[src/rtl/imem_pkg.sv]
// Shared parameters and state encoding for the boot-time
// instruction-memory loader.
package imem_pkg;

    localparam int IMEM_ADDR_WIDTH = 5;
    localparam int IMEM_DATA_WIDTH = 16;
    localparam int IMEM_WORDS      = 32;

    typedef enum logic [2:0] {
        S_IDLE,
        S_LEN,
        S_HI,
        S_LO,
        S_WRITE,
        S_CHK,
        S_DONE,
        S_ERR
    } imem_state_e;

    function automatic logic len_bad(
        input logic [7:0] n,
        input int         words
    );
        return (n == 8'd0) || (int'(n) > words);
    endfunction

endpackage

[src/rtl/imem_loader.sv]
// Receives a length/data/checksum byte stream and writes it into
// instruction memory, holding the CPU in reset until a good load.
module imem_loader
    import imem_pkg::*;
#(
    parameter int ADDR_WIDTH = IMEM_ADDR_WIDTH,
    parameter int DATA_WIDTH = IMEM_DATA_WIDTH,
    parameter int WORDS      = IMEM_WORDS
) (
    input  logic                  clk,
    input  logic                  rst_n,
    input  logic                  start,
    input  logic [7:0]            rx_data,
    input  logic                  rx_valid,
    output logic                  rx_ready,
    output logic                  mem_we,
    output logic [ADDR_WIDTH-1:0] mem_addr,
    output logic [DATA_WIDTH-1:0] mem_wdata,
    output logic                  busy,
    output logic                  done,
    output logic                  error,
    output logic                  cpu_reset_n
);

    imem_state_e           state_q, state_d;
    logic [ADDR_WIDTH-1:0] idx_q, idx_d;
    logic [ADDR_WIDTH-1:0] addr_q, addr_d;
    logic [DATA_WIDTH-1:0] wdata_q, wdata_d;
    logic [7:0]            len_q, len_d;
    logic [7:0]            chk_q, chk_d;
    logic [7:0]            hi_q, hi_d;
    logic                  accept;
    logic                  last_word;

    assign accept    = rx_valid && rx_ready;
    assign last_word = (32'(idx_q) + 32'd1) >= 32'(len_q);

    assign mem_addr  = addr_q;
    assign mem_wdata = wdata_q;

    always_comb begin
        state_d     = state_q;
        idx_d       = idx_q;
        addr_d      = addr_q;
        wdata_d     = wdata_q;
        len_d       = len_q;
        chk_d       = chk_q;
        hi_d        = hi_q;
        rx_ready    = 1'b0;
        mem_we      = 1'b0;
        busy        = 1'b0;
        done        = 1'b0;
        error       = 1'b0;
        cpu_reset_n = 1'b0;

        unique case (state_q)
            S_IDLE: begin
                if (start) begin
                    state_d = S_LEN;
                    chk_d   = 8'd0;
                end
            end
            S_LEN: begin
                rx_ready = 1'b1;
                busy     = 1'b1;
                if (accept) begin
                    len_d   = rx_data;
                    chk_d   = chk_q ^ rx_data;
                    idx_d   = '0;
                    state_d = len_bad(rx_data, WORDS) ? S_ERR : S_HI;
                end
            end
            S_HI: begin
                rx_ready = 1'b1;
                busy     = 1'b1;
                if (accept) begin
                    hi_d    = rx_data;
                    chk_d   = chk_q ^ rx_data;
                    state_d = S_LO;
                end
            end
            S_LO: begin
                rx_ready = 1'b1;
                busy     = 1'b1;
                if (accept) begin
                    chk_d   = chk_q ^ rx_data;
                    // Latch the write bundle so it stays put outside WRITE.
                    addr_d  = idx_q;
                    wdata_d = DATA_WIDTH'({hi_q, rx_data});
                    state_d = S_WRITE;
                end
            end
            S_WRITE: begin
                mem_we = 1'b1;
                busy   = 1'b1;
                if (last_word) begin
                    state_d = S_CHK;
                end else begin
                    idx_d   = idx_q + ADDR_WIDTH'(1);
                    state_d = S_HI;
                end
            end
            S_CHK: begin
                rx_ready = 1'b1;
                busy     = 1'b1;
                if (accept) begin
                    state_d = (rx_data == chk_q) ? S_DONE : S_ERR;
                end
            end
            S_DONE: begin
                done        = 1'b1;
                cpu_reset_n = 1'b1;
                if (start) begin
                    state_d = S_LEN;
                    chk_d   = 8'd0;
                end
            end
            S_ERR: begin
                error = 1'b1;
                if (start) begin
                    state_d = S_LEN;
                    chk_d   = 8'd0;
                end
            end
            default: begin
                state_d = S_IDLE;
            end
        endcase
    end

    always_ff @(posedge clk) begin
        if (!rst_n) begin
            state_q <= S_IDLE;
            idx_q   <= '0;
            addr_q  <= '0;
            wdata_q <= '0;
            len_q   <= 8'd0;
            chk_q   <= 8'd0;
            hi_q    <= 8'd0;
        end else begin
            state_q <= state_d;
            idx_q   <= idx_d;
            addr_q  <= addr_d;
            wdata_q <= wdata_d;
            len_q   <= len_d;
            chk_q   <= chk_d;
            hi_q    <= hi_d;
        end
    end

endmodule

[config.mk]
export PLATFORM = sky130hd
export DESIGN_NAME = imem_loader
export DESIGN_NICKNAME = d
export VERILOG_FILES = /design/src/rtl/imem_pkg.sv /design/src/rtl/imem_loader.sv
export SDC_FILE = /design/constraint.sdc
export NUM_CORES = 1
export LEC_CHECK = 0
export CAP_MARGIN = 20
export CORE_MARGIN = 4
export CORE_UTILIZATION = 50
export CTS_BUF_LIST = sky130_fd_sc_hd__clkbuf_2 sky130_fd_sc_hd__clkbuf_4 sky130_fd_sc_hd__clkbuf_8
export DETAILED_ROUTE_END_ITERATION = 10
export DONT_BUFFER_PORTS = 1
export GPL_TIMING_DRIVEN = 0
export PLACE_DENSITY = 0.69
export SYNTH_ARGS = -nofsm -noshare
export SYNTH_HDL_FRONTEND = slang
export SYNTH_SLANG_ARGS = --single-unit
[constraint.sdc]
create_clock -name clk -period 4.1 [get_ports clk]
set_input_delay 1.025 -clock clk [delete_from_list [all_inputs] [get_ports clk]]
set_output_delay 1.025 -clock clk [all_outputs]
set_load 0.01 [all_outputs]
# --- Word-level counts from Yosys, hierarchy flattened ---
# Cells that the tools add are included.
totals:
  regBits: 53
  latch_bits: 0
  ramBits: 0
  rom_bits: 0
  inputBits: 12
  out_inout_bits: 27
  elab_cells: 63
  n_memories: 0
classes:
  add_sub_neg: 2
  mul: 0
  n_div: 0
  magnitude_cmp: 2
  n_eq_ne: 15
  shift: 0
  n_mux: 20
  bitwise: 1
  reduce_logical: 16
ops:
  columns: ["op", "count"]
  rows:
  - ["$mux W3", 7]
  - ["$pmux W3 S6", 1]
  - ["$mux W8", 2]
  - ["$pmux W8 S2", 1]
  - ["$eq A3 B3 Y1 const B", 4]
  - ["$mux W5", 2]
  - ["$ne A2 B2 Y1 const B", 5]
  - ["$pmux W5 S2", 1]
  - ["$eq A8 B8 Y1", 1]
  - ["$ge A6 B8 Y1", 1]
  - ["$gt A8 B6 Y1 const B", 1]
  - ["$logic_not A8 Y1", 1]
  - ["$xor A8 B8 Y8", 1]
  - ["$add A5 B1 Y6 const B", 1]
  - ["$eq A3 B2 Y1 const B", 2]
  - ["$mux W1", 6]
  - ["$reduce_and A2 Y1", 3]
  - ["$reduce_and A3 Y1", 2]
  - ["$reduce_or A3 Y1", 2]
  - ["$add A5 B1 Y5 const B", 1]
  - ["$reduce_and A5 Y1", 1]
  - ["$reduce_or A5 Y1", 1]
  - ["$ne A2 B1 Y1 const B", 2]
  - ["$reduce_bool A2 Y1", 2]
  - ["5 further kinds", 5]

# --- Depth between registers and ports, before layout ---
depth:
  ltp_word: 6
  ltp_mapped: 9
  mapped_depth_nobuf: 9

# --- Least setup slack after synthesis ---
# Ideal clock, no wire load.
synth_path:
  path_type: "input to register"
  from: "in rx_data[3]"
  to: "reg state_q[2]"
  setup_time_ns: 0.086
  t_arrival_ns: 2.388
  t_required_ns: 4.014
  setup_slack_ns: 1.626
  cell_stages: 6
  path_buffers: 1
  cell_sequence: "clkbuf_2 -> or4_4 -> or3_1 -> a31oi_1 -> nor3_1 -> a221oi_2"
synth_between:
  elab_chain_len: 5
  elab_cells_between_ends: 6
  cone_classes: "1 x order compare; 3 x mux; 2 x reduce/logical"
synth_rtl:
  columns: ["element", "line", "text"]
  rows:
  - ["start, declared", "imem_loader.sv:13", "input logic [7:0] rx_data,"]
  - ["$gt A8 B6 Y1 or $logic_not A8 Y1 (tied branches)", "imem_pkg.sv:24", "return (n == 8'd0) || (int'(n) > words);"]
  - ["$logic_or A1 B1 Y1 *", "imem_pkg.sv:24", null]
  - ["$mux W3 *", "imem_loader.sv:70", "state_d = len_bad(rx_data, WORDS) ? S_ERR : S_HI;"]
  - ["$mux W3 *", "imem_loader.sv:66", "if (accept) begin"]
  - ["$pmux W3 S6 *", "imem_loader.sv:56", "unique case (state_q)"]
  - ["end signal, assigned", "imem_loader.sv:141", "state_q <= state_d;"]
  - ["end, declared", "imem_loader.sv:25", "imem_state_e state_q, state_d;"]
# Every way passes the cells marked *; elsewhere a longest branch is shown, timed or not. The select of a mux whose other input is x is not followed.
# A chain may end at the register's enable or synchronous reset.

# --- Final worst setup path ---
layout_path:
  from: "reg state_q[1]"
  to: "out done"
layout_between:
  elab_chain_len: 2
layout_rtl:
  columns: ["element", "line", "text"]
  rows:
  - ["$eq A3 B3 Y1", null, null]
  - ["$mux W1", null, null]
  - ["end, declared", "imem_loader.sv:20", "output logic done,"]
# No other way between the ends.

==> metrics <==
initial antenna violation count 0; worst-skew pair later-pin latency a little over 0.3 ns; # fillers around 470; Yosys cell types 45; Seq/Total Area, Yosys about 43%; first-pass iteration count of the detailed router 4; outcome complete, no violations; Routability Congestion 0.817; Die Ht a little under 80 um; cell row count 25; Pleak roughly 0.91 nW; Final period util approximately 68%; Setup Skew 0.00674 ns; residual DRC count 0; Wirelength per Cell 15.4 um; setup TNS 0 ns; CTS tree done; H-tree levels 2; maximum vdd ir drop roughly 0.25 mV; number of hold violations in the final report 0; largest net degree at the start of global routing 19; GRT Total Usage roughly a fifth; Synth async-reset ratio 0%; DR iter-0 viols between 150 and 200; CP endpoint kind output pin; Final ANT Viol Nets 0; Clock Tree Root clkbuf_8; initial core utilization 52.2%; first-pass GRT wire length between 10 and 15 mm; Sink Count 53; setup violators final 0; Remaining Overflow, GRT 0; fin worst setup slack 1.33 ns; worst hold path class reg -> reg; hold_ws between 0.4 and 0.5 ns; die width roughly 79 um; syn nets 335; Final Util about 56%; min Tclk post-route 2.77 ns; layout cell share with drive strength beyond 1 under 10%; Synth Cell Area 2500 um2; most frequent cells in the layout nand2_1, dfxtp_1, a21oi_1; Main synth FF type dfxtp_1; RSZ-0062 raised after global routing false; post-cts sizing count 0; CP Data Required Time 3.07 ns; Syn. warnings 0; Yosys reg bits between 50 and 60; Post-CTS Repair Setup Buffers 0; Core ar. 4790 um2; n_diodes 0; hpwl dp 4.30 mm; Tightest Pin Transition around 1 ns; crit path max fanout 10; clock buffer depth 2; pwr dens between 500 and 600 nW/um2; Critical Path AT around 1.8 ns; Place WS about 1.5 ns; critical path class reg -> out; final net count approximately 340; CTS Hold Bufs 0; Cells after Synth 316; syn_area_per_cell approximately 7.9 um2; area grow syn2layout 7.17%; EDFF count, synth 0; routed wire length between 6 and 7 mm; die area between 6000 and 7000 um2; vias per inst around 5.6; slew margin rel. a little under a third; vias approximately 2200; most common cell after layout, fill and taps aside nand2_1; CP Launch Type flop; Max Cap Violations 0; Final Max Slew Viols 0; I/O Pins 39; Reg clk slew, reported paths around 0.10 ns; PortBufs 0; number of buffers created by CTS 5; Max Fclk 360 MHz; vias in the first global route 2084
cell usage after synthesis (all sizes together), types with 2 or more instances:
library cell | n | share of area [%]
xor2 | 3 | 1.1
clkbuf | 18 | 2.8
nand3 | 7 | 1.4
nand3b | 10 | 3.0
inv | 8 | 1.2
and3 | 4 | 1.0
nand2 | 69 | 10
nand4 | 2 | 0.50
o21ai | 15 | 3.0
buf | 3 | 0.65
ha | 7 | 3.5
nand2b | 3 | 0.75
dfxtp | 53 | 43
nor2 | 24 | 3.7
xnor2 | 9 | 3.2
o21a | 4 | 1.2
a21oi | 46 | 9.2
or4 | 2 | 0.75
mux2i | 9 | 3.6
per-layer routing:
| metal | GRT usage [%] | up-vias | wire (um) |
|---|---|---|---|
| met2 | 34.8 | 56 | 2820 |
| met4 | 6.29 | 0 | 80 |
| met1 | 25.2 | 1023 | 2720 |
| met3 | 6.31 | 8 | 393 |
| met5 | 0 | - | 0 |
| li1 | - | 1088 | - |
final cells by class:
class                           count  area (um2)  share of cell area, %
Clock inverter                      3        26.3                  0.982
Sequential cell                    53        1060                   39.7
Tap cell                           67        83.8                   3.13
Multi-Input combinational cell    234        1320                   49.3
Clock buffer                        5        68.8                   2.57
Inverter                            8        30.0                   1.12
Buffer                             21        85.1                   3.18
power breakdown:
group          internal [W]  switching, W  leakage [nW]  total, W
Sequential         0.000565     0.0000327         0.429  0.000598
Clock              0.000125      0.000186        0.0423  0.000310
Combinational      0.000149      0.000282         0.435  0.000430
Total              0.000838      0.000500         0.906   0.00134
path summary, 6_finish.rpt:
check | cells after the start | slack [ns] | endpoint | startpoint
worst max register to register | 8 | 1.65 | idx_q[4] | idx_q[0]
worst min register to register | 2 | 0.46 | len_q[4] | len_q[4]
worst min-delay path | 2 | 0.46 | len_q[4] | len_q[4]
worst max-delay path | 5 | 1.33 | done | state_q[1]
sequential cells by signal (all words and copies together) (netlist names):
name       flops
chk_q          8
hi_q           8
idx_q          5
len_q          8
mem_addr       5
mem_wdata     16
state_q        3
metrics by stage:
step	total power, W	std cells	area, um2
floorplan	0.000936	316	2500
global placement	0.00102	383	2580
detailed placement	0.00103	383	2580
CTS	0.00134	391	2680
global route	0.00142	391	2680
finish	0.00134	391	2680
kinds of logic (layout without fill, tap and decap cells):
family | count (synthesis) | count (layout) | share of synthesized area, %
AO/OA/AOI/OAI | 78 | 78 | 18.0
XOR/XNOR | 12 | 12 | 4.21
adder cells (fa/ha/maj) | 7 | 7 | 3.51
buffers and inverters | 29 | 37 | 4.61
flip-flops | 53 | 53 | 42.5
multiplexers | 10 | 10 | 4.06
AND/OR/NAND/NOR | 127 | 127 | 23.1
worst max-delay path, stage by stage, from the launching register on:
cell	delay (ns)
dfxtp_1	0.32
buf_2	0.18
clkbuf_1	0.39
nand2_1	0.12
nor2_1	0.25
buf_4	0.18
(Power assumes the default switching activity.)
